==> config.mk <==
export PLATFORM = sky130hd
export DESIGN_NAME = ps2_key_decoder
export DESIGN_NICKNAME = d
export VERILOG_FILES = /design/src/rtl/ps2_key_decoder.sv
export SDC_FILE = /design/constraint.sdc
export NUM_CORES = 1
export LEC_CHECK = 0
export ABC_AREA = 0
export BUFFER_PORTS_ARGS = -buffer_cell sky130_fd_sc_hd__buf_2
export CAP_MARGIN = 30
export CORE_UTILIZATION = 40
export CTS_BUF_LIST = sky130_fd_sc_hd__clkbuf_8
export CTS_CLUSTER_DIAMETER = 30
export CTS_CLUSTER_SIZE = 30
export DETAILED_ROUTE_END_ITERATION = 8
export PLACE_DENSITY = 0.57
export SLEW_MARGIN = 20
export SYNTH_ARGS = -nofsm -noshare
export SYNTH_HDL_FRONTEND = slang
export SYNTH_SLANG_ARGS = --single-unit
export TNS_END_PERCENT = 50
==> constraint.sdc <==
create_clock -name clk_sys -period 2.5 [get_ports clk_sys]
set_input_delay 0.125 -clock clk_sys [delete_from_list [all_inputs] [get_ports clk_sys]]
set_output_delay 0.125 -clock clk_sys [all_outputs]
set_load 0.01 [all_outputs]
==> src/rtl/ps2_key_decoder.sv <==
// rtl/ps2_key_decoder.sv - PS/2 keyboard receiver producing the toggle-strobe ps2_key event bus
module ps2_key_decoder #(
    parameter int FILTER_LEN  = 8,
    parameter int TIMEOUT_CYC = 24000
) (
    input  logic        clk_sys,
    input  logic        reset_n,
    input  logic        ps2_clk,
    input  logic        ps2_data,
    output logic [10:0] ps2_key,
    output logic        frame_err
);

    localparam int TW = $clog2(TIMEOUT_CYC + 1);

    typedef enum logic [1:0] {
        S_IDLE,
        S_DATA,
        S_PARITY,
        S_STOP
    } state_t;

    logic [1:0]    clk_sync_q;
    logic [1:0]    dat_sync_q;
    logic          filt_q;
    logic [3:0]    filt_cnt_q;
    logic          clk_s;
    logic          din;
    logic          filt_hit;
    logic          fall;

    state_t        state_q, state_d;
    logic [2:0]    bit_cnt_q, bit_cnt_d;
    logic [7:0]    shift_q, shift_d;
    logic          par_err_q, par_err_d;
    logic [TW-1:0] to_cnt_q, to_cnt_d;
    logic          byte_vld_q, byte_vld_d;
    logic [7:0]    byte_q, byte_d;
    logic          ext_q, ext_d;
    logic          rel_q, rel_d;
    logic [2:0]    skip_q, skip_d;
    logic [10:0]   key_q, key_d;
    logic          err;
    logic          ignore_byte;

    assign clk_s    = clk_sync_q[1];
    assign din      = dat_sync_q[1];
    assign filt_hit = (clk_s != filt_q) && (filt_cnt_q == 4'(FILTER_LEN - 1));
    // A fall is the cycle in which the filtered clock is about to drop from 1 to 0
    assign fall     = filt_hit && filt_q;

    always_ff @(posedge clk_sys or negedge reset_n) begin
        if (!reset_n) begin
            clk_sync_q <= 2'b11;
            dat_sync_q <= 2'b11;
            filt_q     <= 1'b1;
            filt_cnt_q <= 4'd0;
        end else begin
            clk_sync_q <= {clk_sync_q[0], ps2_clk};
            dat_sync_q <= {dat_sync_q[0], ps2_data};
            if (clk_s == filt_q) begin
                filt_cnt_q <= 4'd0;
            end else if (filt_hit) begin
                filt_q     <= clk_s;
                filt_cnt_q <= 4'd0;
            end else begin
                filt_cnt_q <= filt_cnt_q + 4'd1;
            end
        end
    end

    always_ff @(posedge clk_sys or negedge reset_n) begin
        if (!reset_n) begin
            state_q    <= S_IDLE;
            bit_cnt_q  <= 3'd0;
            shift_q    <= 8'd0;
            par_err_q  <= 1'b0;
            to_cnt_q   <= '0;
            byte_vld_q <= 1'b0;
            byte_q     <= 8'd0;
            ext_q      <= 1'b0;
            rel_q      <= 1'b0;
            skip_q     <= 3'd0;
            key_q      <= 11'd0;
        end else begin
            state_q    <= state_d;
            bit_cnt_q  <= bit_cnt_d;
            shift_q    <= shift_d;
            par_err_q  <= par_err_d;
            to_cnt_q   <= to_cnt_d;
            byte_vld_q <= byte_vld_d;
            byte_q     <= byte_d;
            ext_q      <= ext_d;
            rel_q      <= rel_d;
            skip_q     <= skip_d;
            key_q      <= key_d;
        end
    end

    always_comb begin
        state_d    = state_q;
        bit_cnt_d  = bit_cnt_q;
        shift_d    = shift_q;
        par_err_d  = par_err_q;
        to_cnt_d   = to_cnt_q;
        byte_vld_d = 1'b0;
        byte_d     = byte_q;
        err        = 1'b0;
        if (fall) begin
            to_cnt_d = '0;
            case (state_q)
                S_IDLE: begin
                    if (!din) begin
                        state_d   = S_DATA;
                        bit_cnt_d = 3'd0;
                        par_err_d = 1'b0;
                    end
                end
                S_DATA: begin
                    shift_d   = {din, shift_q[7:1]};
                    bit_cnt_d = bit_cnt_q + 3'd1;
                    if (bit_cnt_q == 3'd7) begin
                        state_d = S_PARITY;
                    end
                end
                S_PARITY: begin
                    par_err_d = ~(^shift_q ^ din);
                    state_d   = S_STOP;
                end
                default: begin
                    state_d = S_IDLE;
                    if (din && !par_err_q) begin
                        byte_vld_d = 1'b1;
                        byte_d     = shift_q;
                    end else begin
                        err = 1'b1;
                    end
                end
            endcase
        end else if (state_q != S_IDLE) begin
            // The fall branch above takes precedence, so a coincident fall never times out
            if (to_cnt_q == TW'(TIMEOUT_CYC - 1)) begin
                state_d  = S_IDLE;
                err      = 1'b1;
                to_cnt_d = '0;
            end else begin
                to_cnt_d = to_cnt_q + 1'b1;
            end
        end else begin
            to_cnt_d = '0;
        end
    end

    always_comb begin
        ignore_byte = 1'b0;
        case (byte_q)
            8'h00, 8'hAA, 8'hEE, 8'hFA, 8'hFC, 8'hFE, 8'hFF: ignore_byte = 1'b1;
            default: ignore_byte = 1'b0;
        endcase
    end

    always_comb begin
        ext_d  = ext_q;
        rel_d  = rel_q;
        skip_d = skip_q;
        key_d  = key_q;
        if (err) begin
            ext_d  = 1'b0;
            rel_d  = 1'b0;
            skip_d = 3'd0;
        end else if (byte_vld_q) begin
            // Pause (E1) is followed by seven bytes that carry no key meaning
            if (skip_q != 3'd0) begin
                skip_d = skip_q - 3'd1;
            end else if (byte_q == 8'hE1) begin
                skip_d = 3'd7;
                ext_d  = 1'b0;
                rel_d  = 1'b0;
            end else if (byte_q == 8'hE0) begin
                ext_d = 1'b1;
            end else if (byte_q == 8'hF0) begin
                rel_d = 1'b1;
            end else if (ignore_byte) begin
                ext_d = 1'b0;
                rel_d = 1'b0;
            end else begin
                key_d = {~key_q[10], ~rel_q, ext_q, byte_q};
                ext_d = 1'b0;
                rel_d = 1'b0;
            end
        end
    end

    assign ps2_key   = key_q;
    assign frame_err = err;

endmodule
; ---- Yosys cells after proc, flatten, opt, wreduce, memory -nomap -nowiden
; Index checks and enable logic that the tools add are counted.
[totals]
reg_bits = 63
latchBits = 0
ramBits = 0
mem_bits_ro = 0
output_inout_bits = 12
elab_cells = 120
mem_count = 0
[op_classes]
n_addsub = 4
n_mul = 0
div_mod_pow = 0
n_lt_le_gt_ge = 0
n_eq_ne = 22
shifts = 0
muxes = 40
n_bitwise = 12
n_reduce_logical = 27
[ops]
columns = operator, count
row1 = $eq 8x8->1 const B, 9
row2 = $mux 15, 3
row3 = $mux 1, 22
row4 = $add 15x1->15 const B, 1
row5 = $eq 15x15->1 const B, 1
row6 = $mux 3, 5
row7 = $reduce_and 3->1, 5
row8 = $reduce_bool 2->1, 6
row9 = $not 1->1, 11
row10 = $mux 2, 5
row11 = $ne 3x3->1 const B, 3
row12 = $logic_not 8->1, 1
row13 = $mux 4, 2
row14 = $reduce_xor 8->1, 1
row15 = $reduce_and 7->1, 1
row16 = $reduce_or 7->1, 1
row17 = $pmux 2 s3, 1
row18 = $pmux 3 s2, 1
row19 = $reduce_and 2->1, 3
row20 = $reduce_bool 3->1, 2
row21 = $add 4x1->4 const B, 1
row22 = $eq 4x3->1 const B, 1
row23 = $ne 2x2->1 const B, 2
row24 = $ne 4x4->1 const B, 1
row25 = other kinds (14), 16

; ---- Depth between registers and ports, before layout
; Gate-level depths: netlist of run 1.
[logic_depth]
ltp_word = 7
depth_mapped = 8
depth_no_buf = 7

; ---- Worst setup path before layout of run 1
; OpenSTA, ideal clock, no wires.
[synth_timing]
path_type = flip-flop to flip-flop
start = register to_cnt_q[6]
end = register key_q[1], in the netlist ps2_key[1]
setup_time_ns = 0.125
arrival_time_ns = 2.382
path_slack_ns = -0.007
stages_incl_launch_ff = 7
path_buffers = 1
synth_period_minus_slack_ns = 2.507
path_cell_list = dfrtp_1 > or4b_1 > or4_4 > o31ai_4 > or3b_4 > buf_12 > mux2_4
[synth_via]
elab_chain_cells = 6
[synth_lines]
columns = item, line_no
row1 = "start, declared", 36  ; logic [TW-1:0] to_cnt_q, to_cnt_d;
row2 = "start signal, assigned", 90  ; to_cnt_q <= to_cnt_d;
row3 = $eq 15x15->1, 142  ; if (to_cnt_q == TW'(TIMEOUT_CYC - 1)) begin
row4 = $mux 1, 142
row5 = $mux 1, 140  ; end else if (state_q != S_IDLE) begin
row6 = $mux 1, 109  ; if (fall) begin
row7 = named net frame_err, 11  ; output logic frame_err
row8 = $not 1->1 (no line), -
row9 = $reduce_and 7->1 (no line), -
row10 = "end signal, assigned", 96  ; key_q <= key_d;
row11 = "end, declared", 42  ; logic [10:0] key_q, key_d;
; The timed path passes the listed nets, and every way through them passes these cells.
; A chain may end at the register's enable or synchronous reset.

; ---- Worst setup path in the final report of run 1
[layout_timing]
start = register to_cnt_q[9]
end = register key_q[0], in the netlist ps2_key[0]
[layout_via]
elab_chain_cells = 6
[layout_lines]
columns = item, line_no
row1 = $eq 15x15->1, 142
row2 = $mux 1, 142
row3 = $mux 1, 140
row4 = $mux 1, 109
row5 = $not 1->1 (no line), -
row6 = $reduce_and 7->1 (no line), -
; No other way between the ends.

==> results by group, run 1 <==
Synthesis
  • Main flop type after synthesis: dfrtp_1
  • Post-synthesis sequential area ratio: 0.525
  • Synth area leaders: dfrtp_1 48%, mux2_2 6.7%, xnor2_1 4.6%
  • Synth Net Count: 281
  • Mapped Cells: 267
  • Leading area contributor after synthesis: dfrtp_1
  • Unique masters post-synth: 44
  • Mean Syn Cell Area: 11.3 um2
  • Yosys Warn Count: 0
  • Post-synth EDFFs: 0
  • Cell Area, Synth: 0.00302 mm2
  • Top cell type's share of synthesized area: 0.481
  • Async SR Flop Fraction: 1.00
  • #FFs+latches synth: 63

Power
  • P_leak: 1.66 nW
  • Pwr/cell area: 661 mW/mm2
  • Worst vdd ir: 0.000334 V
  • Design Power: 0.00235 W

STA
  • # setup viols final: 0
  • RSZ-0062 raised after global routing: no
  • Tcrit/Tclk final: 0.942
  • Slew of the pin with the lowest slew margin: 0.744 ns
  • Min Tclk post-route: 2.36 ns
  • Fin Setup TNS: 0 ns
  • Clock skew: 0.00838 ns
  • Max-slew headroom: 0.504
  • Pins Over Slew Limit: 0
  • Fmax: 0.425 GHz
  • Final hold vios: 0

Clock network
  • Clock Latency Late Sink: 0.34 ns
  • Reg clk slew, reported paths: 0.08 ns
  • CTS tree: yes
  • # Post-CTS Setup Buffers: 0
  • Num CTS Buffers: 9
  • H-tree Lvls: 3
  • CTS sink cnt: 63
  • CTS Buffer Depth: 2
  • CTS root buf: clkbuf_8

Worst setup path
  • Startpoint Class: register
  • WS Path Type: reg -> reg
  • Worst Path Required: 2.73 ns
  • R2R setup slack: 0.14 ns
  • CP Capture Type: register
  • CP delay by family, top: simple AND/OR/NAND/NOR gates
  • Capturing point of the worst reg2reg path: ps2_key[0]
  • Slowest stage delay, CP: 0.50 ns
  • Crit path buf inv count: 0
  • CP Max Fanout: 11
  • Worst r2r path cells: 5
  • CP max stage cell: or4b_1
  • Worst-path cell chain: or4b_1 -> or4_4 -> o31ai_4 -> or3b_4 -> mux2_2
  • Critical R2R Launch: to_cnt_q[9]
  • Critical Path AT: 2.59 ns

Detailed routing
  • DR vias/cell: 4.98
  • 1st-pass router iterations: 4
  • Wire per inst: 12.7 um
  • Via count: 2018
  • DR iter-0 viols: 65
  • Post-Route WL: 5160 um
  • Number of remaining DRC errors: 0
  • DRT antenna net count: 0

Cells and area
  • Register area: 0.00158 mm2
  • # diodes: 0
  • Multi-input logic area: 0.00135 mm2
  • Layout Cells excl Fill: 405
  • Syn-to-layout area delta: 17.9%
  • Layout cells sized above 1: 0.258
  • Final nets: 315
  • Fin util: 0.490
  • FILL cells: 669

Global route
  • GRT Residual Overflow: 0
  • Largest net degree at the start of global routing: 35
  • First-pass GRT wire length: 8920 um
  • Total track usage: 0.152
  • Initial antenna violation count: 0
  • Vias in the first global route: 1964

Placement
  • Placed insts: 386
  • RePlAce Congestion: 0.840
  • Dpl hpwl: 3630 um
  • Number of port buffers: 15

Die
  • Top Ports: 16
  • Die Span X: 88.8 um
  • Site Rows: 31
  • Die Height: 88.8 um
  • Core area: 0.00725 mm2
  • Die area: 0.00789 mm2
  • Starting density of the core: 0.416

Min path
  • Hold Path Sink: clk_sync_q[1]
  • Hold path depth: 0
  • Hold_sp: clk_sync_q[0]
  • Worst min path class: reg -> reg

Status
  • Status: finished clean

Run
  • Max-cap check violation count: 0
-- layer usage --
metal | routed length [um] | global-route usage
met1 | 2480 | 0.178
met2 | 2450 | 0.249
met3 | 185 | 0.0616
met4 | 48 | 0.0616
met5 | 0 | 0
-- synth_stat cells, types with 2 or more instances --
cell / n
mux2_2: 18
inv_1: 12
a31oi_1: 3
and3_1: 2
o21ai_0: 4
nand2b_1: 5
or2_2: 3
nor2_1: 32
nor4_1: 4
xor2_1: 8
nor2b_1: 3
a2bb2oi_1: 3
dfstp_2: 5
mux2i_1: 2
dfrtp_1: 58
nand3_1: 13
ha_1: 10
nor3_1: 7
xnor2_1: 16
o22ai_1: 2
a21oi_1: 4
nand4_1: 2
clkbuf_1: 3
nand2_1: 20
mux2_4: 6
nand3b_1: 3
a21boi_0: 2
-- repair_timing --
action | 4_1_cts | 5_1_grt
gates resized for setup | 0 | 1
endpoints found under the hold margin | 34 | 0
hold buffers | 3 | 0
setup endpoints to repair | 0 | 1
-- power by group --
part	switching, W	internal, W
Combinational	0.0000574	0.0000392
Sequential	0.0000249	0.00106
Clock	0.000406	0.000766
Total	0.000488	0.00186
-- flip-flops by register name, indices dropped and copies added (netlist names) --
name        count
ps2_key        11
par_err_q       1
rel_q           1
dat_sync_q      2
filt_q          1
state_q         2
clk_sync_q      2
ext_q           1
bit_cnt_q       3
byte_vld_q      1
byte_q          8
skip_q          3
to_cnt_q       15
filt_cnt_q      4
shift_q         8
-- how the worst max path moves through the flow --
stage	from	endpoint	slack, ns	cells past startpoint
CTS	to_cnt_q[9]	frame_err	0.04	5
global placement	to_cnt_q[9]	ps2_key[0]	0.12	5
global route	to_cnt_q[9]	frame_err	0.04	5
detailed placement	to_cnt_q[9]	ps2_key[0]	0.11	5
finish	to_cnt_q[9]	ps2_key[0]	0.14	5
floorplan	to_cnt_q[6]	ps2_key[1]	0.02	6
-- placed cells by master, fill, tap and decap left out, types with 2 or more instances in the layout --
cell type,count
a21boi_0,2
a21oi_1,4
a2bb2oi_1,3
a31oi_1,3
and3_1,2
buf_2,15
buf_4,9
bufinv_16,4
clkbuf_8,9
clkinv_4,2
dfrtp_1,58
dfstp_2,5
dlygate4sd3_1,3
ha_1,10
inv_1,12
mux2_2,18
mux2_4,6
mux2i_1,2
nand2_1,20
nand2b_1,5
nand3_1,13
nand3b_1,3
nand4_1,2
nor2_1,32
nor2b_1,3
nor3_1,7
nor4_1,4
o21ai_0,4
o22ai_1,2
or2_2,3
xnor2_1,16
xor2_1,8
-- stage by stage --
stage          hold slack (ns)  instance area, um2  setup WS (ns)
6_report                 0.357                3560          0.145
5_1_grt                  0.360                3560         0.0394
4_1_cts                  0.359                3550         0.0445
3_5_place_dp             0.231                3250          0.107
3_3_place_gp             0.231                3250          0.122
2_1_floorplan           -0.171                3020         0.0217
-- cells by family after synthesis --
family | after synthesis | share of synthesized area
XOR/XNOR | 24 | 0.0697
adder cells (fa/ha/maj) | 10 | 0.0415
multiplexers | 26 | 0.104
flip-flops | 63 | 0.525
buffers and inverters | 17 | 0.0270
AO/OA/AOI/OAI | 26 | 0.0643
AND/OR/NAND/NOR | 101 | 0.169
-- area by class of cell --
cell class                 instances  area share
clock buffer                       9      0.0348
inverter                          12      0.0127
sequential                        63       0.445
tap                               99      0.0348
clock inverter                     7      0.0408
multi-input combinational        187       0.380
timing repair buffer              28      0.0517
Note: power is estimated with default switching activity, not from simulation.
==> run 2: changes to the inputs <==
--- a/config.mk
+++ b/config.mk
@@ -14,6 +14,7 @@
 export CTS_CLUSTER_SIZE = 30
 export DETAILED_ROUTE_END_ITERATION = 8
 export PLACE_DENSITY = 0.57
+export REMOVE_ABC_BUFFERS = 1
 export SLEW_MARGIN = 20
 export SYNTH_ARGS = -nofsm -noshare
 export SYNTH_HDL_FRONTEND = slang
==> results by group, run 2 (synthesized netlist as in run 1, its figures left out) <==
Placement
  • Placed Area: 0.00327 mm2
  • RePlAce Congestion: 0.760
  • Number of port buffers: 15
  • Dpl hpwl: 3760 um

Cells and area
  • Commonest cells after routing, fill and taps aside: 58 x dfrtp_1, 32 x nor2_1, 20 x nand2_1, 18 x mux2_2, 16 x xnor2_1
  • Max reg flops: 15
  • Syn-to-layout area delta: 16.9%
  • Final nets: 317
  • Fin area: 0.00353 mm2
  • Most flop-heavy register: to_cnt_q
  • Commonest non-fill, non-tap cell in the layout: dfrtp_1
  • # diodes: 0
  • Layout cells sized above 1: 0.260

Global route
  • First-pass GRT wire length: 9230 um
  • Vias in the first global route: 1965
  • Initial antenna violation count: 0
  • GRT Residual Overflow: 0
  • Total track usage: 0.158
  • Largest net degree at the start of global routing: 27

Worst setup path
  • CP delay by family, top: simple AND/OR/NAND/NOR gates
  • Worst Path Required: 2.72 ns
  • Startpoint Class: register
  • Slowest stage delay, CP: 0.52 ns
  • Worst-path cell chain: or4b_1 -> or4_4 -> o31ai_4 -> or3b_4 -> mux2_2
  • Critical R2R Launch: to_cnt_q[9]
  • R2R setup slack: 0.07 ns
  • CP max stage cell: or4_4
  • CP Capture Type: register
  • CP Max Fanout: 11
  • Critical Path Start: to_cnt_q[9]
  • Critical Path AT: 2.65 ns
  • Crit path buf inv count: 0
  • WS Path Type: reg -> reg

Detailed routing
  • WL met2: 2560 um
  • Via count: 2009
  • Number of remaining DRC errors: 0
  • Wire per inst: 12.8 um
  • Post-Route WL: 5220 um
  • Max layer used: met4
  • DR vias/cell: 4.94
  • 1st-pass router iterations: 4
  • Met3 WL post-DR: 124 um
  • Metal1 wirelength: 2400 um
  • DR iter-0 viols: 71
  • DRT antenna net count: 0

Power
  • Pwr/cell area: 611 mW/mm2
  • Worst vdd ir: 0.000290 V
  • P_leak: 1.66 nW

STA
  • Fmax: 0.412 GHz
  • Slew of the pin with the lowest slew margin: 0.599 ns
  • Fin Hold WS: 0.331 ns
  • Min Tclk post-route: 2.43 ns
  • RSZ-0062 raised after global routing: yes
  • Max-slew headroom: 0.601
  • # setup viols final: 0
  • Clock skew: 0.00901 ns
  • Final hold vios: 0
  • Tcrit/Tclk final: 0.972
  • Pins Over Slew Limit: 0

Clock network
  • CTS sink cnt: 63
  • CTS tree: yes
  • # Post-CTS Setup Buffers: 0
  • Clock Latency Late Sink: 0.34 ns
  • CTS Buffer Depth: 2
  • Reg clk slew, reported paths: 0.07 ns
  • H-tree Lvls: 3
  • Num CTS Buffers: 9
  • CTS root buf: clkbuf_8

Min path
  • Worst min path class: in -> async

Status
  • Status: finished clean

Die
  • Site Rows: 31
  • Die Height: 88.8 um
  • Die area: 0.00789 mm2
  • Starting density of the core: 0.416
  • Core area: 0.00725 mm2
  • Top Ports: 16
  • Die Span X: 88.8 um

Run
  • Max-cap check violation count: 0
run 2: what timing repair did:
item	CTS	global route
setup endpoints to repair	0	1
hold endpoints to repair	26	0
gates resized for setup	0	1
hold buffers	3	0
run 2: cell type report:
type	instances	area, um2
Clock inverter	6	85.1
Tap cell	99	124
Clock buffer	10	138
Fill cell	696	3730
Multi-Input combinational cell	187	1350
Inverter	12	45.0
Timing Repair Buffer	30	199
Sequential cell	63	1580
run 2: final timing paths:
check / cells after the start / to
worst min register to register: 0 / dat_sync_q[1]
worst max register to register: 5 / ps2_key[0]
min in group clk_sys: 0 / dat_sync_q[1]
max in group asynchronous: 3 / clk_sync_q[1]
worst min-delay path: 2 / shift_q[7]
worst max-delay path: 5 / ps2_key[0]
run 2: worst reg2reg max path, cell delays in order (launching register included):
cell     delay (ns)
dfrtp_1        0.41
or4b_1         0.50
or4_4          0.52
o31ai_4        0.23
or3b_4         0.30
mux2_2         0.36
run 2: through the flow:
stage / TNS (ns) / worst slack [ns] / utilization / std cells / power [W]
floorplan: -0.0209 / -0.0209 / - / 262 / 0.00115
global placement: 0 / 0.113 / 0.451 / 388 / 0.00119
detailed placement: 0 / 0.101 / 0.451 / 388 / 0.00120
CTS: 0 / 0.0471 / 0.486 / 407 / 0.00220
global route: -0.00743 / -0.00743 / 0.486 / 407 / 0.00227
finish: 0 / 0.0712 / 0.486 / 407 / 0.00216
run 2: where the power goes:
part	total, W	internal [W]	switching [W]
Sequential	0.00108	0.00106	0.0000256
Combinational	0.0000976	0.0000394	0.0000582
Clock	0.000976	0.000585	0.000391
run 2: routing by layer:
metal,up-vias,GRT usage
met4,0,0.0968
met5,-,0
met1,966,0.190
li1,1006,-
met3,13,0.0364
met2,24,0.257
